[config.mk]
export PLATFORM = sky130hd
export DESIGN_NAME = hazard_controller
export DESIGN_NICKNAME = d
export VERILOG_FILES = /design/src/rtl/hazard_controller.sv
export SDC_FILE = /design/constraint.sdc
export NUM_CORES = 1
export LEC_CHECK = 0
export BUFFER_PORTS_ARGS = -buffer_cell sky130_fd_sc_hd__buf_4
export CORE_MARGIN = 2
export CORE_UTILIZATION = 31
export CTS_BUF_LIST = sky130_fd_sc_hd__clkbuf_2
export CTS_CLUSTER_DIAMETER = 80
export DETAILED_ROUTE_END_ITERATION = 16
export PLACE_DENSITY = 0.78
export SETUP_SLACK_MARGIN = 0.15
export SYNTH_ARGS = -nofsm -noshare
export SYNTH_HDL_FRONTEND = slang
export SYNTH_SLANG_ARGS = --single-unit
[constraint.sdc]
create_clock -name clk_i -period 1.7 [get_ports clk_i]
set_clock_uncertainty 0.2 [all_clocks]
set_input_delay 0.34 -clock clk_i [delete_from_list [all_inputs] [get_ports clk_i]]
set_output_delay 0.34 -clock clk_i [all_outputs]
set_load 0.02 [all_outputs]
[src/rtl/hazard_controller.sv]
// Pipeline sequencing controller: per-stage write/flush, dmem wait timeout.
// Optional perf counters enabled by defining HAZARD_PERF_COUNT_EN.
module hazard_controller #(
  parameter int MAX_WAIT = 16,
  parameter int CNT_W    = 8
) (
  input  logic        clk_i,
  input  logic        n_rst_i,
  input  logic [31:0] IFID_ir_i,
  input  logic [31:0] IDEX_ir_i,
  input  logic [1:0]  IDEX_ctrl_mem_read_i,
  input  logic        EXMEM_ctrl_branch_i,
  input  logic        EXMEM_alu_do_branch_i,
  input  logic [1:0]  EXMEM_ctrl_mem_read_i,
  input  logic [1:0]  EXMEM_ctrl_mem_write_i,
  input  logic        imem_ready_i,
  input  logic        dmem_ready_i,
  output logic        pc_write_o,
  output logic        pc_src_o,
  output logic        IFID_write_o,
  output logic        IFID_flush_o,
  output logic        IDEX_write_o,
  output logic        IDEX_flush_o,
  output logic        EXMEM_write_o,
  output logic        EXMEM_flush_o,
  output logic        MEMWB_write_o,
  output logic        halt_o,
  output logic        timeout_o,
  output logic [31:0] stall_cnt_o,
  output logic [31:0] flush_cnt_o
);

  typedef enum logic [1:0] {RUN, WAIT, HALT} state_t;

  localparam logic [CNT_W-1:0] MAX_W = CNT_W'(MAX_WAIT);

  state_t           state;
  logic [CNT_W-1:0] wait_cnt;

  logic [4:0] ifid_rs;
  logic [4:0] ifid_rt;
  logic [4:0] idex_rt;
  logic       unused_ir_bits;

  assign ifid_rs = IFID_ir_i[25:21];
  assign ifid_rt = IFID_ir_i[20:16];
  assign idex_rt = IDEX_ir_i[20:16];
  assign unused_ir_bits = ^{IFID_ir_i[31:26], IFID_ir_i[15:0],
                            IDEX_ir_i[31:21], IDEX_ir_i[15:0]};

  logic mem_stall;
  logic br_taken;
  logic load_use;
  logic if_stall;

  assign mem_stall = ((EXMEM_ctrl_mem_read_i != 2'd0) |
                      (EXMEM_ctrl_mem_write_i != 2'd0)) & ~dmem_ready_i;
  assign br_taken  = EXMEM_ctrl_branch_i & EXMEM_alu_do_branch_i;
  assign load_use  = (IDEX_ctrl_mem_read_i != 2'd0) & (idex_rt != 5'd0) &
                     ((idex_rt == ifid_rs) | (idex_rt == ifid_rt));
  assign if_stall  = ~imem_ready_i;

  // Priority is flattened into exclusive selects so the decoder stays unique.
  logic halted;
  logic sel_mem;
  logic sel_br;
  logic sel_lu;
  logic sel_if;

  assign halted  = (state == HALT);
  assign sel_mem = ~halted & mem_stall;
  assign sel_br  = ~halted & ~mem_stall & br_taken;
  assign sel_lu  = ~halted & ~mem_stall & ~br_taken & load_use;
  assign sel_if  = ~halted & ~mem_stall & ~br_taken & ~load_use & if_stall;

  always_comb begin
    pc_write_o    = 1'b1;
    pc_src_o      = 1'b0;
    IFID_write_o  = 1'b1;
    IFID_flush_o  = 1'b0;
    IDEX_write_o  = 1'b1;
    IDEX_flush_o  = 1'b0;
    EXMEM_write_o = 1'b1;
    EXMEM_flush_o = 1'b0;
    MEMWB_write_o = 1'b1;
    unique case (1'b1)
      halted, sel_mem: begin
        pc_write_o    = 1'b0;
        IFID_write_o  = 1'b0;
        IDEX_write_o  = 1'b0;
        EXMEM_write_o = 1'b0;
        MEMWB_write_o = 1'b0;
      end
      sel_br: begin
        pc_src_o      = 1'b1;
        IFID_flush_o  = 1'b1;
        IDEX_flush_o  = 1'b1;
        EXMEM_flush_o = 1'b1;
      end
      sel_lu: begin
        pc_write_o   = 1'b0;
        IFID_write_o = 1'b0;
        IDEX_flush_o = 1'b1;
      end
      sel_if: begin
        pc_write_o   = 1'b0;
        IFID_flush_o = 1'b1;
      end
      default: ;
    endcase
  end

  always_ff @(posedge clk_i or negedge n_rst_i) begin
    if (!n_rst_i) begin
      state     <= RUN;
      wait_cnt  <= '0;
      halt_o    <= 1'b0;
      timeout_o <= 1'b0;
    end else begin
      unique case (state)
        RUN: begin
          if (mem_stall) begin
            state    <= WAIT;
            wait_cnt <= CNT_W'(1);
          end
        end
        WAIT: begin
          if (!mem_stall) begin
            state    <= RUN;
            wait_cnt <= '0;
          end else if (wait_cnt < MAX_W) begin
            wait_cnt <= wait_cnt + CNT_W'(1);
          end else begin
            state     <= HALT;
            halt_o    <= 1'b1;
            timeout_o <= 1'b1;
          end
        end
        default: ;
      endcase
    end
  end

`ifdef HAZARD_PERF_COUNT_EN
  always_ff @(posedge clk_i or negedge n_rst_i) begin
    if (!n_rst_i) begin
      stall_cnt_o <= '0;
      flush_cnt_o <= '0;
    end else begin
      if (!halted && !pc_write_o && stall_cnt_o != 32'hffffffff)
        stall_cnt_o <= stall_cnt_o + 32'd1;
      if (sel_br && flush_cnt_o != 32'hffffffff)
        flush_cnt_o <= flush_cnt_o + 32'd1;
    end
  end
`else
  assign stall_cnt_o = 32'd0;
  assign flush_cnt_o = 32'd0;
`endif

endmodule

==> flow_summary.json, run 1 <==
{
  "status": "finished with violations",
  "failed_checks": "negative setup slack",
  "worst_skew_pair.late_latency_ns": 0.26,
  "syn2layout_area_growth_pct": 42.06,
  "max_cap_viol_count": 0,
  "synth_top_cell_area_share_pct": 40.00,
  "cts_buffer_depth": 2,
  "grt.total_usage_pct": 11.81,
  "synth_cell_types": 27,
  "hpwl_um": 2048,
  "diodes": 0,
  "p_per_area_mw_per_mm2": 439.1,
  "path_max_fanout": 2,
  "cts_sinks": 11,
  "min_period_ns": 2.019,
  "drtAntennaViolNets": 0,
  "synth.top_cells.by_area": "buf_4 40%, dfrtp_1 22%, xnor2_1 6.9%",
  "die_w_um": 68.16,
  "finalWorstSetupSlack_ns": -0.3187,
  "rr_worst_depth": 5,
  "avgSynthCellArea_um2": 8.234,
  "synth_edf_count": 0,
  "crit_path_end_kind": "output port",
  "final_nets": 294,
  "drtIter0Drc": 16,
  "r2r_setup_slack_ns": -0.11,
  "r2r_end": "wait_cnt[3]",
  "clkTransAtPathRegs_ns": 0.11,
  "hold_violations": 0,
  "port_buffers": 37,
  "hold_ws_ns": 0.2315,
  "synth_area_mm2": 0.001276,
  "async_flop_share_pct": 100.0,
  "num_rows": 23,
  "worstPathArrival_ns": 1.48,
  "holdPathEnd": "wait_cnt[1]",
  "setup-tns-final_ns": -2.182,
  "grt_pass1_wl_um": 4146,
  "dr.pass1.iters": 4,
  "clockRootBuffer": "clkbuf_2",
  "start_util_pct": 32.14,
  "io_pins": 151,
  "cp-start-kind": "input port",
  "max_freq_mhz": 495.4,
  "grt_start_max_net_pins": 12,
  "syn_inst": 155,
  "overflow": 0,
  "critPathKind": "input port to output port",
  "grt_pass1_vias": 943,
  "min_path_cells": 3,
  "dpl_worst_slack_ns": -0.4074,
  "drt-vias-per-instance": 4.083,
  "die_area_mm2": 0.004646,
  "routed_wl_um": 2915,
  "num_vias": 1086,
  "synth_ff_type": "dfrtp_1",
  "avgRoutedWirePerCell_um": 10.96,
  "required_ns": 1.16,
  "grt_setup_unrepaired": "yes",
  "routabilityCongestion": 0.8405,
  "yosysWarningCount": 0,
  "drc_errors": 0,
  "antenna_found_initial": 0,
  "fill_cells": 383,
  "htree_levels": 1,
  "setup_viol": 13,
  "report.final.slew_viol_count": 0,
  "cts_buffers": 3,
  "final_util_pct": 45.65,
  "leakage_nw": 0.9351,
  "r2r-start": "wait_cnt[4]",
  "hold_start": "dmem_ready_i",
  "synth_top_area_cell": "buf_4",
  "die_h_um": 68.16,
  "core-area_mm2": 0.003971,
  "drive_above_1_share_pct": 44.44,
  "ys_seq_area_share_pct": 21.57,
  "hold_class": "input port to register",
  "cts_tree": "yes",
  "ir_drop_mv": 0.3817,
  "yosys_register_bits": 11,
  "finalCritPeriodShare_pct": 118.7
}
-- layout by cell type, fill, tap and decap left out, types with 3 or more instances in the layout --
cell type	n
a21oi_4	4
and3_4	4
buf_4	40
buf_6	22
clkbuf_2	4
conb_1	64
dfrtp_1	10
nand2_1	9
nand3_1	4
nor2_1	4
o31ai_1	3
or4_4	3
xnor2_1	10
-- logic make-up (layout without fill, tap and decap cells) --
kind of cell | count (synthesis) | after routing | synth area share [%]
compound gates | 23 | 23 | 11.76
xor+xnor | 10 | 10 | 6.862
fa+ha+maj | 1 | 1 | 0.9802
buf+inv | 73 | 71 | 41.47
flops | 11 | 11 | 21.57
mux | 2 | 2 | 1.667
other cells | 1 | 64 | 0.2938
simple gates | 34 | 34 | 15.39
-- sequential cells by signal (all words and copies together), names as in the netlist --
register	cells
timeout_o	1
state	2
wait_cnt	8
-- power breakdown --
part | switching (mW) | leakage, nW | internal, mW
registers | 0.00330 | 0.138 | 0.264
clock network | 0.0901 | 0.0166 | 0.0624
logic | 0.239 | 0.780 | 0.137
total | 0.332 | 0.935 | 0.464
-- cells in the mapped netlist, types with 3 or more instances --
master / instances
a21oi_1: 7
and3_1: 5
buf_4: 68
dfrtp_1: 11
inv_1: 4
nand2_1: 10
nand3_1: 4
nor2_1: 6
o21ai_0: 5
o22ai_1: 3
o31ai_1: 3
xnor2_1: 10
-- layout make-up --
type | count | area, um^2 | share of cell area, %
Timing Repair Buffer | 63 | 558.0 | 30.78
Tap cell | 50 | 62.56 | 3.451
Clock buffer | 4 | 20.02 | 1.104
Inverter | 4 | 17.52 | 0.9662
Multi-Input combinational cell | 134 | 878.3 | 48.45
Sequential cell | 11 | 276.5 | 15.25
-- how the worst max path moves through the flow --
stage                       start           end  slack, ns  cells past startpoint
global route        IDEX_ir_i[17]  IDEX_flush_o      -0.38                      6
floorplan           IDEX_ir_i[17]  IDEX_flush_o      -0.17                      4
global placement    IDEX_ir_i[18]  IDEX_flush_o      -0.41                      6
finish              IDEX_ir_i[17]  IDEX_flush_o      -0.32                      6
CTS                 IDEX_ir_i[17]  IDEX_flush_o      -0.33                      6
detailed placement  IDEX_ir_i[18]  IDEX_flush_o      -0.41                      6
-- through the flow --
| stage | cell area (um^2) | power (mW) | std cells |
|---|---|---|---|
| after detailed placement | 1573 | 0.6135 | 251 |
| final | 1813 | 0.7961 | 266 |
| after global routing | 1813 | 0.8412 | 266 |
| after CTS | 1739 | 0.7879 | 262 |
| after floorplan | 1635 | 0.6134 | 218 |
| after global placement | 1573 | 0.6092 | 251 |
-- routing by layer --
layer | vias to the layer above | routed length (um) | track usage (%)
met5 | - | 0 | 0
met4 | 0 | 48 | 6.000
met3 | 4 | 261 | 0.9868
met2 | 64 | 1610 | 23.06
met1 | 507 | 994 | 12.40
li1 | 511 | - | -
-- worst max-delay path, stage by stage --
cell and delay (ns):
buf_6 0.09, or4_4 0.53, o22ai_4 0.15, nor2_1 0.06, a21o_1 0.17, buf_6 0.13
-- repair_timing --
item                       in CTS  in global routing
hold endpoints to repair       11                  0
setup endpoints to repair      18                 19
gates resized for setup        26                 12
pin swaps                      12                  9
setup buffers                   6                  4
hold buffers                    1                  0
No activity file was read; power rests on OpenSTA's default activity.
==> run 2: changes to the inputs <==
--- a/config.mk
+++ b/config.mk
@@ -7,11 +7,11 @@
 export LEC_CHECK = 0
 export BUFFER_PORTS_ARGS = -buffer_cell sky130_fd_sc_hd__buf_4
 export CORE_MARGIN = 2
-export CORE_UTILIZATION = 31
+export CORE_UTILIZATION = 34
 export CTS_BUF_LIST = sky130_fd_sc_hd__clkbuf_2
 export CTS_CLUSTER_DIAMETER = 80
 export DETAILED_ROUTE_END_ITERATION = 16
-export PLACE_DENSITY = 0.78
+export PLACE_DENSITY = 0.81
 export SETUP_SLACK_MARGIN = 0.15
 export SYNTH_ARGS = -nofsm -noshare
 export SYNTH_HDL_FRONTEND = slang
==> constraint.sdc (replaced) <==
create_clock -name clk_i -period 2.3 [get_ports clk_i]
set_clock_uncertainty 0.2 [all_clocks]
set_input_delay 0.46 -clock clk_i [delete_from_list [all_inputs] [get_ports clk_i]]
set_output_delay 0.46 -clock clk_i [all_outputs]
set_load 0.02 [all_outputs]
==> run 2 against run 1 <==
Against the previous run: the run now ends clean; routed wire length decreased by 18%; cell count shrank 7.1%; largest cell class unchanged; power fell by 31%.
==> flow_summary.json, run 2 (synthesis gave the netlist of run 1 again) <==
{
  "status": "complete, no violations",
  "num_vias": 998,
  "required_ns": 1.64,
  "drtAntennaViolNets": 0,
  "cts_tree": "yes",
  "path_max_fanout": 2,
  "num_rows": 22,
  "power_uw": 552.4,
  "core-area_mm2": 0.003633,
  "port_buffers": 37,
  "min_period_ns": 2.269,
  "syn2layout_area_growth_pct": 17.35,
  "drt-vias-per-instance": 4.040,
  "worstPathArrival_ns": 1.61,
  "worst_skew_pair.late_latency_ns": 0.26,
  "grt_start_max_net_pins": 12,
  "top_regs": "wait_cnt (8), state (2), timeout_o (1)",
  "hpwl_um": 2042,
  "dpl_worst_slack_ns": -0.1066,
  "critPathKind": "input port to output port",
  "grt_pass1_wl_um": 3622,
  "leakage_nw": 0.8135,
  "htree_levels": 1,
  "seqPwrFrac_pct": 35.8,
  "cts_sinks": 11,
  "final_nets": 277,
  "min_path_cells": 2,
  "max_cap_viol_count": 0,
  "die_w_um": 65.27,
  "antenna_found_initial": 0,
  "routed_wl_um": 2401,
  "largest_register": "wait_cnt",
  "grt.total_usage_pct": 10.75,
  "crit_path_end_kind": "output port",
  "report.final.slew_viol_count": 0,
  "drive_above_1_share_pct": 32.66,
  "ir_drop_mv": 0.1292,
  "clockRootBuffer": "clkbuf_2",
  "cp-start-kind": "input port",
  "switching_power_uw": 230.9,
  "hold_class": "input port to register",
  "max_freq_mhz": 440.8,
  "largest_reg_flops": 8,
  "final_util_pct": 41.22,
  "overflow": 0,
  "start_util_pct": 35.12,
  "hold_violations": 0,
  "die_h_um": 65.27,
  "finalWorstSetupSlack_ns": 0.03136,
  "final_common_cell": "conb_1",
  "avgRoutedWirePerCell_um": 9.721,
  "finalCritPeriodShare_pct": 98.64,
  "die_area_mm2": 0.004260,
  "routabilityCongestion": 0.8783,
  "grt_pass1_vias": 891,
  "drtIter0Drc": 13,
  "io_pins": 151,
  "rr_worst_depth": 4,
  "switching_share_pct": 41.79,
  "cts_buffers": 3,
  "clkPwrFrac_pct": 20.5,
  "p_comb_share_pct": 43.8,
  "dr.pass1.iters": 4,
  "grt_setup_unrepaired": "yes",
  "drc_errors": 0,
  "final_cell_mix": "64 x conb_1, 41 x buf_4, 11 x dfrtp_1",
  "setup-tns-final_ns": 0,
  "clkTransAtPathRegs_ns": 0.10,
  "p_int_uw": 321.6,
  "hold_ws_ns": 0.2624,
  "p_per_area_mw_per_mm2": 368.9,
  "cts_buffer_depth": 2,
  "setup_viol": 0,
  "diodes": 0
}
[run 2: area by class of cell]
| type | count | area (um^2) |
|---|---|---|
| multi-input combinational | 134 | 764.5 |
| clock buffer | 4 | 20.02 |
| fill | 385 | 2136 |
| sequential | 11 | 275.3 |
| inverter | 4 | 15.01 |
| timing repair buffer | 46 | 362.8 |
| tap | 48 | 60.06 |
[run 2: final timing paths]
check	from	slack, ns	to
min in group asynchronous	n_rst_i	0.34	wait_cnt[3]
setup reg to reg	wait_cnt[4]	0.37	wait_cnt[3]
setup / recovery	IDEX_ir_i[20]	0.03	IDEX_flush_o
hold / removal	dmem_ready_i	0.26	wait_cnt[1]
hold reg to reg	timeout_o	0.31	timeout_o
max in group asynchronous	n_rst_i	1.40	state[0]
[run 2: power groups by stage]
stage	Sequential, mW	Combinational, mW	Clock [mW]
final	0.198	0.242	0.113
after CTS	0.198	0.238	0.118
after floorplan	0.201	0.237	0
after global routing	0.198	0.260	0.130
after detailed placement	0.201	0.228	0
after global placement	0.201	0.226	0
[run 2: worst max-delay path, stage by stage]
cell and delay, ns:
buf_6 0.10, or4_4 0.54, o22ai_4 0.15, nor2_1 0.06
a21o_1 0.17, buf_6 0.13
[run 2: routing by layer]
| layer | vias up | routed length [um] | GRT usage [%] |
|---|---|---|---|
| li1 | 474 | - | - |
| met1 | 465 | 801 | 10.01 |
| met2 | 57 | 1330 | 21.43 |
| met3 | 2 | 259 | 4.452 |
| met4 | 0 | 10 | 2.344 |
| met5 | - | 0 | 0 |
[run 2: metrics by stage]
stage               std cells  instance area, um^2
finish                    247                 1498
global route              247                 1498
CTS                       247                 1486
detailed placement        242                 1420
global placement          242                 1420
floorplan                 218                 1536
[run 2: what timing repair did]
action	in CTS	in global routing
buffers inserted	0	0
hold endpoints to repair	11	0
pin swaps	5	4
gates resized for setup	7	2
hold buffers	1	0
setup endpoints to repair	4	9
